### src/rtl/axi_rdata_sender.sv
// axi_rdata_sender: drains one read burst per accepted command from a
// fall-through source FIFO onto an AXI4 R channel (single output register).
// Optional feature: define RDATA_STARVE_TIMEOUT_EN to finish a burst with
// SLVERR beats when the FIFO stays empty for STARVE_LIMIT cycles.
module axi_rdata_sender #(
    parameter int W_DATA       = 32,
    parameter int W_ID         = 4,
    parameter int W_LEN        = 4,
    parameter int STARVE_LIMIT = 255
) (
    input  logic              clk,
    input  logic              rst,
    input  logic              cmd_valid,
    output logic              cmd_ready,
    input  logic [W_ID-1:0]   cmd_id,
    input  logic [W_LEN-1:0]  cmd_len,
    input  logic              fifo_empty,
    input  logic [W_DATA-1:0] fifo_rdata,
    output logic              fifo_en_read,
    output logic              m_rvalid,
    input  logic              m_rready,
    output logic [W_DATA-1:0] m_rdata,
    output logic [W_ID-1:0]   m_rid,
    output logic [1:0]        m_rresp,
    output logic              m_rlast,
    output logic              busy
);

    localparam logic [1:0]     RESP_OKAY   = 2'b00;
    localparam logic [1:0]     RESP_SLVERR = 2'b10;
    localparam logic [W_LEN:0] CNT_ONE     = {{W_LEN{1'b0}}, 1'b1};

    // The starvation counter is 8 bits wide, so the limit must fit in it.
    if (STARVE_LIMIT < 1 || STARVE_LIMIT > 255) begin : g_limit_check
        $error("axi_rdata_sender: STARVE_LIMIT must be within 1..255");
    end

    typedef enum logic {IDLE, BURST} state_t;
    state_t state, state_next;

    logic [W_ID-1:0]  id_q;
    logic [W_LEN-1:0] len_q;
    logic [W_LEN:0]   load_cnt;  // beats pulled into the output register
    logic [W_LEN:0]   sent_cnt;  // beats accepted by the R channel

    logic cmd_take, beat_hs, burst_done, slot_free;
    logic load_real, load_fake, load_any;

    assign cmd_take  = cmd_valid && cmd_ready;
    assign beat_hs   = m_rvalid && m_rready;
    // The beat on the bus is beat number sent_cnt; the final one closes the burst.
    assign burst_done = beat_hs && (sent_cnt == {1'b0, len_q});
    // Output register is free (or freeing this edge) and beats remain to load.
    assign slot_free = (state == BURST) && (!m_rvalid || m_rready)
                       && (load_cnt <= {1'b0, len_q});

`ifdef RDATA_STARVE_TIMEOUT_EN
    localparam logic [7:0] LIMIT = 8'(STARVE_LIMIT);

    logic [7:0] starve_cnt;
    logic       starved_q;
    logic       starved;

    // Once starved, every remaining beat is synthesised without touching the FIFO.
    assign starved   = starved_q || (starve_cnt == LIMIT);
    assign load_real = slot_free && !fifo_empty && !starved;
    assign load_fake = slot_free && starved;

    // Count consecutive cycles where a load waits only on an empty FIFO.
    always_ff @(posedge clk or posedge rst) begin
        if (rst) begin
            starve_cnt <= '0;
            starved_q  <= 1'b0;
        end else if (state == IDLE) begin
            starve_cnt <= '0;
            starved_q  <= 1'b0;
        end else begin
            if (load_any)
                starve_cnt <= '0;
            else if (slot_free && fifo_empty && !starved)
                starve_cnt <= starve_cnt + 8'd1;
            if (load_fake)
                starved_q <= 1'b1;
        end
    end
`else
    assign load_real = slot_free && !fifo_empty;
    assign load_fake = 1'b0;
`endif

    assign load_any = load_real || load_fake;

    // FSM state register.
    always_ff @(posedge clk or posedge rst) begin
        if (rst)
            state <= IDLE;
        else
            state <= state_next;
    end

    // FSM next-state: accept in IDLE, return on the last handshake.
    always_comb begin
        state_next = state;
        case (state)
            IDLE:    if (cmd_take)   state_next = BURST;
            BURST:   if (burst_done) state_next = IDLE;
            default: state_next = IDLE;
        endcase
    end

    // FSM outputs: command handshake, busy flag and FIFO pop strobe.
    always_comb begin
        cmd_ready    = 1'b0;
        busy         = 1'b0;
        fifo_en_read = load_real;
        case (state)
            IDLE:    cmd_ready = !rst;
            BURST:   busy      = 1'b1;
            default: ;
        endcase
    end

    // Command latch and burst beat counters.
    always_ff @(posedge clk or posedge rst) begin
        if (rst) begin
            id_q     <= '0;
            len_q    <= '0;
            load_cnt <= '0;
            sent_cnt <= '0;
        end else if (cmd_take) begin
            id_q     <= cmd_id;
            len_q    <= cmd_len;
            load_cnt <= '0;
            sent_cnt <= '0;
        end else begin
            if (load_any)
                load_cnt <= load_cnt + CNT_ONE;
            if (beat_hs)
                sent_cnt <= sent_cnt + CNT_ONE;
        end
    end

    // R channel output register: load a beat, or drop valid after acceptance.
    always_ff @(posedge clk or posedge rst) begin
        if (rst) begin
            m_rvalid <= 1'b0;
            m_rdata  <= '0;
            m_rid    <= '0;
            m_rresp  <= RESP_OKAY;
            m_rlast  <= 1'b0;
        end else if (load_any) begin
            m_rvalid <= 1'b1;
            m_rdata  <= load_fake ? '0 : fifo_rdata;
            m_rid    <= id_q;
            m_rresp  <= load_fake ? RESP_SLVERR : RESP_OKAY;
            m_rlast  <= (load_cnt == {1'b0, len_q});
        end else if (beat_hs) begin
            m_rvalid <= 1'b0;
        end
    end

endmodule

### config.mk
export PLATFORM = sky130hd
export DESIGN_NAME = axi_rdata_sender
export DESIGN_NICKNAME = d
export VERILOG_FILES = /design/src/rtl/axi_rdata_sender.sv
export SDC_FILE = /design/constraint.sdc
export NUM_CORES = 1
export LEC_CHECK = 0
export CAP_MARGIN = 15
export CORE_UTILIZATION = 40
export DETAILED_ROUTE_END_ITERATION = 10
export PLACE_DENSITY = 0.83
export SYNTH_ARGS = -nofsm -noshare
export SYNTH_HDL_FRONTEND = slang
export SYNTH_SLANG_ARGS = --single-unit
export TNS_END_PERCENT = 30
### constraint.sdc
create_clock -name clk -period 3 [get_ports clk]
set_clock_uncertainty 0.2 [all_clocks]
set_input_delay 0.6 -clock clk [delete_from_list [all_inputs] [get_ports clk]]
set_output_delay 0.6 -clock clk [all_outputs]
set_load 0.05 [all_outputs]
* After elaboration in Yosys (flattened, before gate mapping)
Cells that the tools add are included. Widths: inputs -> output; s select.
Operators by class: add/sub/neg operators 2, multipliers 0, divide/modulo/power cells 0, magnitude comparators 1, equal/unequal tests 2, shift-type cells 0, multiplexer cells 11, bitwise logic cells 1, reduce and logical (&&, ||, !) cells 13
Operators by type and width (count):
- $mux 5 | 4
- $add 5x1->5 const B | 2
- $eq 5x4->1 | 2
- $logic_and 1x1->1 | 6
- $mux 1 | 6
- $reduce_bool 2->1 | 3
- $le 5x4->1 | 1
- $logic_not 1->1 | 3
- $pmux 1 s2 | 1
- $logic_or 1x1->1 | 1
- $not 1->1 | 1
Storage, ports and cells: register bits after elaboration 57, latch bits 0, bits in writable memories 0, memory bits (read-only) 0, bits of input ports 45, output and inout port bits 43, logic and storage cells 39, memories kept 0

* Logic depth before layout (Yosys ltp)
Gate-level depths: netlist (run 1).
word-level depth 7, mapped depth 9, mapped depth without buffers 6

* Worst setup path before layout (run 1)
OpenSTA, ideal clock, no wires.
path type register to output, from reg len_q[2], to out fifo_en_read, arrival 1.800 ns, data required time 2.200 ns, setup slack 0.400 ns, stages on the path, launching flop included 10, path buffers 3, cells stage by stage dfrtp_1 > inv_1 > ha_1 > and3_1 > and2_1 > buf_6 > o21ai_4 > buf_8 > buf_12 > inv_1
On the way: word-level cells in the longest chain between the ends 3
RTL lines:
- start, declared | line 42 | logic [W_LEN-1:0] len_q;
- start signal, assigned | line 132 | len_q <= cmd_len;
- $le 5x4->1 | line 55 | && (load_cnt <= {1'b0, len_q});
- $logic_and 1x1->1 | line 55
- $logic_and 1x1->1 | line 87 | assign load_real = slot_free && !fifo_empty;
- end, declared | line 19 | output logic fifo_en_read,
No other way between the ends.

* Worst setup path in the final report (run 1)
Ends and elaborated chain as after synthesis.

==> results.txt, run 1 <==
Status -> complete, no violations
Worst path arrival time -> 1960 ps
Static leakage -> 1.65 nW
Hpwl dp -> 3750 um
DR WL/cell -> 13.8 um
Switch Pwr -> 2.19 mW
Filler cells -> 536
Worst setup margin -> 244 ps
Max-cap violations -> 0
Reg-to-reg setup timing slack -> 590 ps
Clock network power share -> 0.129
List of most frequent post-synthesis cells -> dfrtp_1 (57), mux2_2 (24), mux2_4 (18)
Post-synth top area cell -> dfrtp_1
Grt total ovfl -> 0
Synthesis Warnings -> 0
Worst VDD drop -> 0.000734 V
Combinational share of power -> 0.589
Share of the synthesized area in the top cell type -> 0.547
First-pass GRT wire length -> 8130 um
Fin Setup TNS -> 0 ps
Initial antenna violation count -> 0
Min-delay worst type -> reg2reg
Initial Util -> 0.413
Setup Buffers After CTS -> 0
Critical Path End Type -> output pin
Register share of total power -> 0.282
Pins Over Slew Limit -> 0
Synth cell types -> 32
GR Util All Layers -> 0.163
Worst-Skew Late Latency -> 320 ps
CTS tree -> done
DIE AREA -> 0.00684 mm^2
Seq. cell area -> 0.00143 mm^2
Vias per cell -> 4.87
Die Ht -> 82.7 um
Core Box Area -> 0.00631 mm^2
Power Density -> 1350 mW/mm^2
Post-cts resize count -> 0
Pre-CTS WS -> 350 ps
Data required time of the worst path -> 2200 ps
GP Congestion -> 0.929
Reg clk slew, reported paths -> 60 ps
Ys async rst share -> 1.00
RSZ-0062 raised after global routing -> no
Pin count of the biggest net entering global routing -> 29
Crit path launch type -> register
Number of global-route vias before repair -> 1742
Top-count cell post-synth -> dfrtp_1
Synth-to-Final Area Change -> 40.7%
# diodes -> 0
Mapped Area -> 0.00261 mm^2
Largest fanout on the critical path -> 6
Sw Ratio -> 0.443
Num Clock Sinks -> 57
Top post-synthesis cells by area -> dfrtp_1 (55%), mux2_4 (10%), mux2_2 (10%)
# nets final -> 336
Post-synthesis cell count -> 194
Synth Flop Type -> dfrtp_1
DRT iter0 DRCs -> 62
Row count -> 29
Period utilization -> 0.919
# DRC -> 0
PortBufs -> 85
H-tree levels -> 3
Vias -> 1784
Io pins -> 88
Num CTS Buffers -> 9
Critical path type -> reg2out
ANT nets after route -> 0
Fin. Hold Viols -> 0
Rel. slew slack -> 0.624
CTS max path bufs -> 2
Seq/Total Area, Yosys -> 0.547
Synthesized area per cell -> 13.4 um^2
Pint -> 2.75 mW
# setup viols final -> 0
Achievable frequency -> 363 MHz
Multi-input logic area -> 0.00104 mm^2
FF+latch count, synth -> 57
Layout cell share with drive strength beyond 1 -> 0.232
CTS root buf -> clkbuf_8
Hold Buf Count CTS -> 0
Slew @ Worst Pin -> 564 ps
Final min period -> 2760 ps
Number of synthesized flops with an enable pin -> 0
Detailed Routing Iterations Pass 1 -> 6
Detailed Route WL -> 5060 um
Chip width -> 82.7 um
[power groups by stage]
| stage | registers (mW) | clock network [mW] | logic [mW] |
|---|---|---|---|
| global placement | 1.39 | 0 | 2.88 |
| detailed placement | 1.40 | 0 | 2.93 |
| global route | 1.45 | 0.704 | 3.09 |
| finish | 1.39 | 0.640 | 2.91 |
| CTS | 1.40 | 0.663 | 2.94 |
| floorplan | 2.30 | 0 | 1.30 |
[per-stage QoR]
step                utilization  power (mW)  std cells  instance area, um^2  hold slack (ps)
floorplan                     -        3.60        195                 2610              277
global placement          0.552        4.27        351                 3480              282
detailed placement        0.552        4.33        351                 3480              292
CTS                       0.581        5.00        366                 3670              306
global route              0.581        5.24        366                 3670              325
finish                    0.581        4.95        366                 3670              305
[flip-flops by register name (all words and copies together), names as in the netlist]
name      flops
m_rdata      32
load_cnt      5
sent_cnt      5
id_q          4
len_q         4
m_rid         4
m_rlast       1
m_rvalid      1
state         1
[cells in the final DEF (no fill, tap or decap), types with 2 or more instances in the layout]
cell / Yosys / routed
mux2_2: 24 / 24
nand3_1: 2 / 2
ha_1: 6 / 6
o21ai_0: 6 / 6
xor2_1: 4 / 4
xnor2_1: 4 / 4
nor2b_1: 3 / 3
nand2_1: 9 / 9
conb_1: 1 / 2
mux2_4: 18 / 18
nand2b_1: 2 / 2
dfrtp_1: 57 / 57
a21oi_1: 6 / 6
and3_1: 3 / 3
and2_1: 4 / 4
inv_1: 8 / 7
clkbuf_8: 0 / 12
buf_4: 4 / 8
clkdlybuf4s50_1: 0 / 83
o211ai_1: 7 / 7
nand4_1: 4 / 4
nor2_1: 7 / 7
[worst max-delay path, cell delays in order, from the launching register on]
cell and delay [ps]:
dfrtp_1 370, inv_1 70, ha_1 330, and3_1 190, and2_1 250, o21ai_4 190
inv_1 50, buf_4 180
[worst paths after layout]
check                                       startpoint                       to  depth (start not counted)
worst min register to register  m_rdata[4]$_DFFE_PP0P_   m_rdata[4]$_DFFE_PP0P_                          1
worst max register to register    len_q[2]$_DFFE_PP0P_     m_rid[3]$_DFFE_PP0P_                          7
min in group asynchronous                          rst  sent_cnt[4]$_DFFE_PP0P_                          2
worst min-delay path            m_rdata[4]$_DFFE_PP0P_   m_rdata[4]$_DFFE_PP0P_                          1
worst max-delay path              len_q[2]$_DFFE_PP0P_             fifo_en_read                          7
max in group asynchronous                          rst  m_rdata[15]$_DFFE_PP0P_                          3
[area by class of cell]
type                    instances  area share
multi-input cells             118       0.284
inverters                       8     0.00819
flip-flops and latches         57       0.389
clock buffers                  13      0.0461
well taps                      77      0.0263
clock inverters                 2     0.00341
repair buffers                 91       0.243
[metal layers]
metal	wire length, um	share of wire	vias up	global-route usage
met5	0	0	-	0
met4	49	0.0097	0	0.0741
met3	271	0.054	6	0.0516
met2	2540	0.50	48	0.257
met1	2200	0.43	879	0.202
li1	-	-	851	-
[kinds of logic after synthesis]
group                      after synthesis  synth area share
AOI/OAI and AO/OA                       22            0.0562
DFF                                     57             0.547
muxes                                   43             0.211
xor gates and xnor gates                 8            0.0269
buffers and inverters                   20            0.0547
other                                    1           0.00144
adders and majority gates                6            0.0288
and+or+nand+nor                         37            0.0735
(Power assumes the default switching activity.)
==> run 2: changes to the inputs <==
--- a/config.mk
+++ b/config.mk
@@ -7,6 +7,7 @@
 export LEC_CHECK = 0
 export CAP_MARGIN = 15
 export CORE_UTILIZATION = 40
+export CTS_CLUSTER_SIZE = 12
 export DETAILED_ROUTE_END_ITERATION = 10
 export PLACE_DENSITY = 0.83
 export SYNTH_ARGS = -nofsm -noshare
==> results of run 2 <==
No change in the layout: final DEF, timing and power equal those of run 1.
